## src/rtl/multi_shifter_seq.sv

```systemverilog
// ----------------------------------------------------------------------------
// multi_shifter_seq
//
// Purpose:
//   Sequential shifter. On accept it loads a WIDTH-bit word and a shift
//   distance. It then shifts the word left or right by at most STEP bits per
//   clock until the whole distance has been covered. Logical and arithmetic
//   modes are always built. The rotate mode is built only when the
//   MSHIFT_ROTATE_EN macro is defined; without it, mode 2'b10 is a logical
//   shift.
//
// Configuration macro:
//   MSHIFT_ROTATE_EN  - when defined, mode 2'b10 rotates (WIDTH-bit circular)
//
// Parameters:
//   WIDTH  data word width (>= 2)
//   STEP   max bits shifted per clock, power of 2 in 1..WIDTH
//   AW     width of amt, derived from WIDTH (do not override)
//
// Ports:
//   clk    in   rising-edge clock
//   rst    in   asynchronous active-high reset
//   start  in   request, accepted only while idle
//   din    in   word to shift, sampled on accept
//   amt    in   total shift distance, sampled on accept
//   dir    in   0 = left, 1 = right, sampled on accept
//   mode   in   00 logical, 01 arithmetic, 10 rotate, 11 logical
//   busy   out  high while a shift is in progress
//   done   out  one-cycle pulse when dout holds the final result
//   dout   out  shift register contents
// ----------------------------------------------------------------------------
module multi_shifter_seq #(
    parameter int unsigned WIDTH = 8,
    parameter int unsigned STEP  = 1,
    parameter int unsigned AW    = $clog2(WIDTH)
) (
    input  logic             clk,
    input  logic             rst,
    input  logic             start,
    input  logic [WIDTH-1:0] din,
    input  logic [AW-1:0]    amt,
    input  logic             dir,
    input  logic [1:0]       mode,
    output logic             busy,
    output logic             done,
    output logic [WIDTH-1:0] dout
);

    typedef enum logic {StIdle, StShift} state_e;

    localparam logic [AW:0] StepW  = (AW+1)'(STEP);
    localparam logic [AW:0] WidthW = (AW+1)'(WIDTH);

    state_e           r_state, w_state_d;
    logic [WIDTH-1:0] r_dout,  w_dout_d;
    logic [AW-1:0]    r_rem,   w_rem_d;
    logic             r_done,  w_done_d;
    logic             r_dir,   w_dir_d;
    logic             r_arith, w_arith_d;
`ifdef MSHIFT_ROTATE_EN
    logic             r_rot,   w_rot_d;
    logic [AW:0]      w_s_inv;
    logic [WIDTH-1:0] w_rol, w_ror;
`endif

    logic [AW-1:0]    w_s;
    logic [WIDTH-1:0] w_shl, w_shr, w_sra, w_shifted;

    // Bits moved this edge: min(STEP, rem). rem <= WIDTH-1, so when
    // STEP == WIDTH the clamp branch is never taken.
    always_comb begin
        if ({1'b0, r_rem} < StepW) begin
            w_s = r_rem;
        end else begin
            w_s = StepW[AW-1:0];
        end
    end

    assign w_shl = r_dout << w_s;
    assign w_shr = r_dout >> w_s;
    // The MSB never changes under an arithmetic right shift, so it still
    // holds the MSB latched on accept.
    assign w_sra = $signed(r_dout) >>> w_s;

`ifdef MSHIFT_ROTATE_EN
    // w_s is never 0 in SHIFT, so the complementary shift is at most WIDTH-1.
    assign w_s_inv = WidthW - {1'b0, w_s};
    assign w_rol   = (r_dout << w_s) | (r_dout >> w_s_inv);
    assign w_ror   = (r_dout >> w_s) | (r_dout << w_s_inv);
`endif

    always_comb begin
        w_shifted = r_dir ? (r_arith ? w_sra : w_shr) : w_shl;
`ifdef MSHIFT_ROTATE_EN
        if (r_rot) begin
            w_shifted = r_dir ? w_ror : w_rol;
        end
`endif
    end

    // Next-state logic
    always_comb begin
        w_state_d = r_state;
        w_dout_d  = r_dout;
        w_rem_d   = r_rem;
        w_done_d  = 1'b0;
        w_dir_d   = r_dir;
        w_arith_d = r_arith;
`ifdef MSHIFT_ROTATE_EN
        w_rot_d   = r_rot;
`endif
        unique case (r_state)
            StIdle: begin
                if (start) begin
                    w_dout_d  = din;
                    w_rem_d   = amt;
                    w_dir_d   = dir;
                    w_arith_d = (mode == 2'b01);
`ifdef MSHIFT_ROTATE_EN
                    w_rot_d   = (mode == 2'b10);
`endif
                    if (amt == '0) begin
                        w_done_d = 1'b1;
                    end else begin
                        w_state_d = StShift;
                    end
                end
            end
            StShift: begin
                w_dout_d = w_shifted;
                w_rem_d  = r_rem - w_s;
                if (r_rem == w_s) begin
                    w_state_d = StIdle;
                    w_done_d  = 1'b1;
                end
            end
            default: w_state_d = StIdle;
        endcase
    end

    always_ff @(posedge clk or posedge rst) begin
        if (rst) begin
            r_state <= StIdle;
            r_dout  <= '0;
            r_rem   <= '0;
            r_done  <= 1'b0;
            r_dir   <= 1'b0;
            r_arith <= 1'b0;
`ifdef MSHIFT_ROTATE_EN
            r_rot   <= 1'b0;
`endif
        end else begin
            r_state <= w_state_d;
            r_dout  <= w_dout_d;
            r_rem   <= w_rem_d;
            r_done  <= w_done_d;
            r_dir   <= w_dir_d;
            r_arith <= w_arith_d;
`ifdef MSHIFT_ROTATE_EN
            r_rot   <= w_rot_d;
`endif
        end
    end

    // All outputs come straight from registers.
    assign busy = (r_state == StShift);
    assign done = r_done;
    assign dout = r_dout;

endmodule

```

## config.mk

```make
export PLATFORM = sky130hd
export DESIGN_NAME = multi_shifter_seq
export DESIGN_NICKNAME = d
export VERILOG_FILES = /design/src/rtl/multi_shifter_seq.sv
export SDC_FILE = /design/constraint.sdc
export NUM_CORES = 1
export LEC_CHECK = 0
export ABC_AREA = 1
export CORE_MARGIN = 2
export CORE_UTILIZATION = 50
export DETAILED_ROUTE_END_ITERATION = 7
export HOLD_SLACK_MARGIN = 0.06
export PLACE_DENSITY = 0.84
export SETUP_SLACK_MARGIN = 0.2
export SYNTH_ARGS = -nofsm -noshare
export SYNTH_HDL_FRONTEND = slang
export SYNTH_SLANG_ARGS = --single-unit
```

## constraint.sdc

```tcl
create_clock -name clk -period 1.7 [get_ports clk]
set_input_delay 0.255 -clock clk [delete_from_list [all_inputs] [get_ports clk]]
set_output_delay 0.255 -clock clk [all_outputs]
set_load 0.02 [all_outputs]
```

==> results.md <==
* Status: finished clean
* RSZ-0062 raised after global routing: no
* Die X at 47.2 µm
* Clk Latency, worst-skew pair at 270 ps
* Switching share of power at 49.2%
* Startpoint type of the worst setup path: register
* Initial core utilization at 53.5%
* Flop pwr share at 31.8%
* Top delay family on crit path: buffers and inverters
* DRT iter0 DRCs at 23
* Worst Path Max Fanout at 1
* Hold Vio Cnt, Final at 0
* Cells along the critical path: clkdlybuf4s50_1
* Worst Hold Slack at 314 ps
* Pwr Density at 1870 nW/µm²
* H-tree depth at 1
* Top post-synthesis cells by area: dfrtp_1, nand2_1, nand3_1
* DP Worst Slack at 178 ps
* Commonest cells in the netlist: nand2_1, dfrtp_1, inv_1, nand3_1
* Clk slew on worst S/H paths at 90 ps
* Wirelength, routed at 2080 µm
* Synth Warn # at 0
* Synth Register Bits at 15
* HP Class: primary input to async pin
* Sequential fraction of the synthesis area at 40.2%
* Vias in the first global route at approximately 790
* Mean Syn Cell Area at 7.98 µm²
* Final setup margin at 249 ps
* Max-cap violations at 0
* Antenna violations before repair at 0
* Critical Path AT at 1200 ps
* Final instance area at 1210 µm²
* Worst-Margin Slew at 544 ps
* Final Max Slew Viols at 0
* Post-layout min period at ~1500 ps
* Vias at 881
* Die Area at 2230 µm²
* Tcrit/Tclk final at 85.4%
* CTS buffer count at 3
* Post-CTS setup buffers at 0
* Drt drc at 0
* Crit path largest cell delay at 590 ps
* Pre-antenna DRT Iters at 5
* CTS tree: built
* Layout cells sized above 1 at 13.1%
* Internal at 1.15 mW
* Pwr Total at 2.27 mW
* Root Driver: clkbuf_4
* Non-filler instance count after layout at between 150 and 200
* Mapped Nets at 136
* Utilization after layout at 69.5%
* Yosys cell types at 29
* Post-route ant nets at 0
* Most frequent cell after synthesis: nand2_1
* Worst vdd ir at 1070 µV
* Synth area leader: dfrtp_1
* GRT overflow at 0
* Combinational Power Share at 59.5%
* Endpoints failing setup at 0
* Clk pwr share at 8.7%
* Die H at 47.2 µm
* Top_reg_cell synth: dfrtp_1
* WL per Instance at 12.3 µm
* NetSw at 1.12 mW
* Critical path's slowest cell: clkdlybuf4s50_1
* Crit path buf inv count at 1
* Largest net degree at the start of global routing at 16
* Synth async-reset ratio at 100%
* DP Cell Count at 166
* Placed cell areas at 1200 µm²
* Clock Skew at 1.08 ps
* Hold-fix buffers, CTS at 0
* Fmax at roughly 0.69 GHz
* Nets at 165
* N_diodes at 0
* Global-route wire length before repair at 3420 µm
* Leak at between 0.5 and 0.6 nW
* Normalized max-slew margin at a little under two thirds
* Mapped Cells at ~120
* CTS max path bufs at 2
* Top-area cell type share of the netlist area at ~40%
* Total Routing Usage GR at ~22%
* Crit end category: primary output
* Number of flops mapped to enable cells by yosys at 0
* FP Rows at 15
* Core Region at around 1700 µm²
* # IOs at 27
* DR vias/cell at 5.18
* Port buffer count at 26
* Setup TNS at 0 ps
* Synth-to-layout area growth at 30.0%
* CP required at 1440 ps
* Clock Sinks at 15
* Routability cong. at roughly 0.9
* Detail Placement HPWL at 1560 µm
* Syn Std Cell Area at 933 µm²
* WS Path Type: register to primary output
what timing repair did:
item / CTS / global route
pin swaps: 0 / 1
resized for setup: 9 / 0
endpoints found under the setup margin: 9 / 1
cell usage in the layout (no fill, tap or decap), types with 3 or more instances in the layout:
master           synthesis  final
inv_2                    4      4
nand3_1                  8      8
nand2_1                 39     39
nor2_1                   4      4
clkbuf_4                 0      3
o21ai_1                  4      4
o211ai_1                 3      3
clkinv_1                 3      3
inv_1                    9      9
dlygate4sd2_1            0      9
dfrtp_1                 15     15
clkdlybuf4s50_1          0     17
flip-flops by register name, indices dropped and copies added (netlist names):
| signal | flops |
|---|---|
| busy | 1 |
| done | 1 |
| dout | 8 |
| r_arith | 1 |
| r_dir | 1 |
| r_rem | 3 |
final cells by class:
class | instances | area, µm²
clock buffers | 4 | 26.3
repair buffers | 27 | 256
flip-flops and latches | 15 | 375
multi-input cells | 83 | 464
well taps | 25 | 31.3
fillers | 146 | 532
inverters | 16 | 60.1
path summary, 6_finish.rpt:
kind | from | end | slack, ps | cells past startpoint
min in group clk | dout[2]$_DFFE_PP0P_ | dout[2]$_DFFE_PP0P_ | 520 | 2
max in group asynchronous | rst | dout[4]$_DFFE_PP0P_ | 1030 | 2
worst max-delay path | done$_DFF_PP0_ | done | 250 | 1
worst min-delay path | rst | r_rem[0]$_DFFE_PP0P_ | 310 | 2
worst min register to register | dout[2]$_DFFE_PP0P_ | dout[2]$_DFFE_PP0P_ | 520 | 2
worst max register to register | busy$_DFF_PP0_ | dout[7]$_DFFE_PP0P_ | 310 | 5
logic make-up after synthesis:
family | share of synthesized area (%)
AOI/OAI and AO/OA | 15.0
DFF | 40.2
and+or+nand+nor | 31.1
adders and majority gates | 2.68
xor gates and xnor gates | 0.939
buffers and inverters | 10.1
power by group through the flow:
stage / clock network [mW] / registers, mW / logic, mW
finish: 0.198 / 0.722 / 1.35
global route: 0.231 / 0.744 / 1.50
CTS: 0.206 / 0.717 / 1.36
detailed placement: 0 / 0.729 / 1.42
global placement: 0 / 0.724 / 1.39
floorplan: 0 / 0.836 / 0.898
routing by layer:
metal | track usage (%) | up-vias | wire (µm) | part of all wire (%)
li1 | - | 434 | - | -
met1 | 30.7 | 399 | 965 | 46
met2 | 34.2 | 44 | 954 | 46
met3 | 3.85 | 4 | 142 | 6.8
met4 | 8.33 | 0 | 21 | 1.0
met5 | 0 | - | 0 | 0
(Power assumes the default switching activity.)
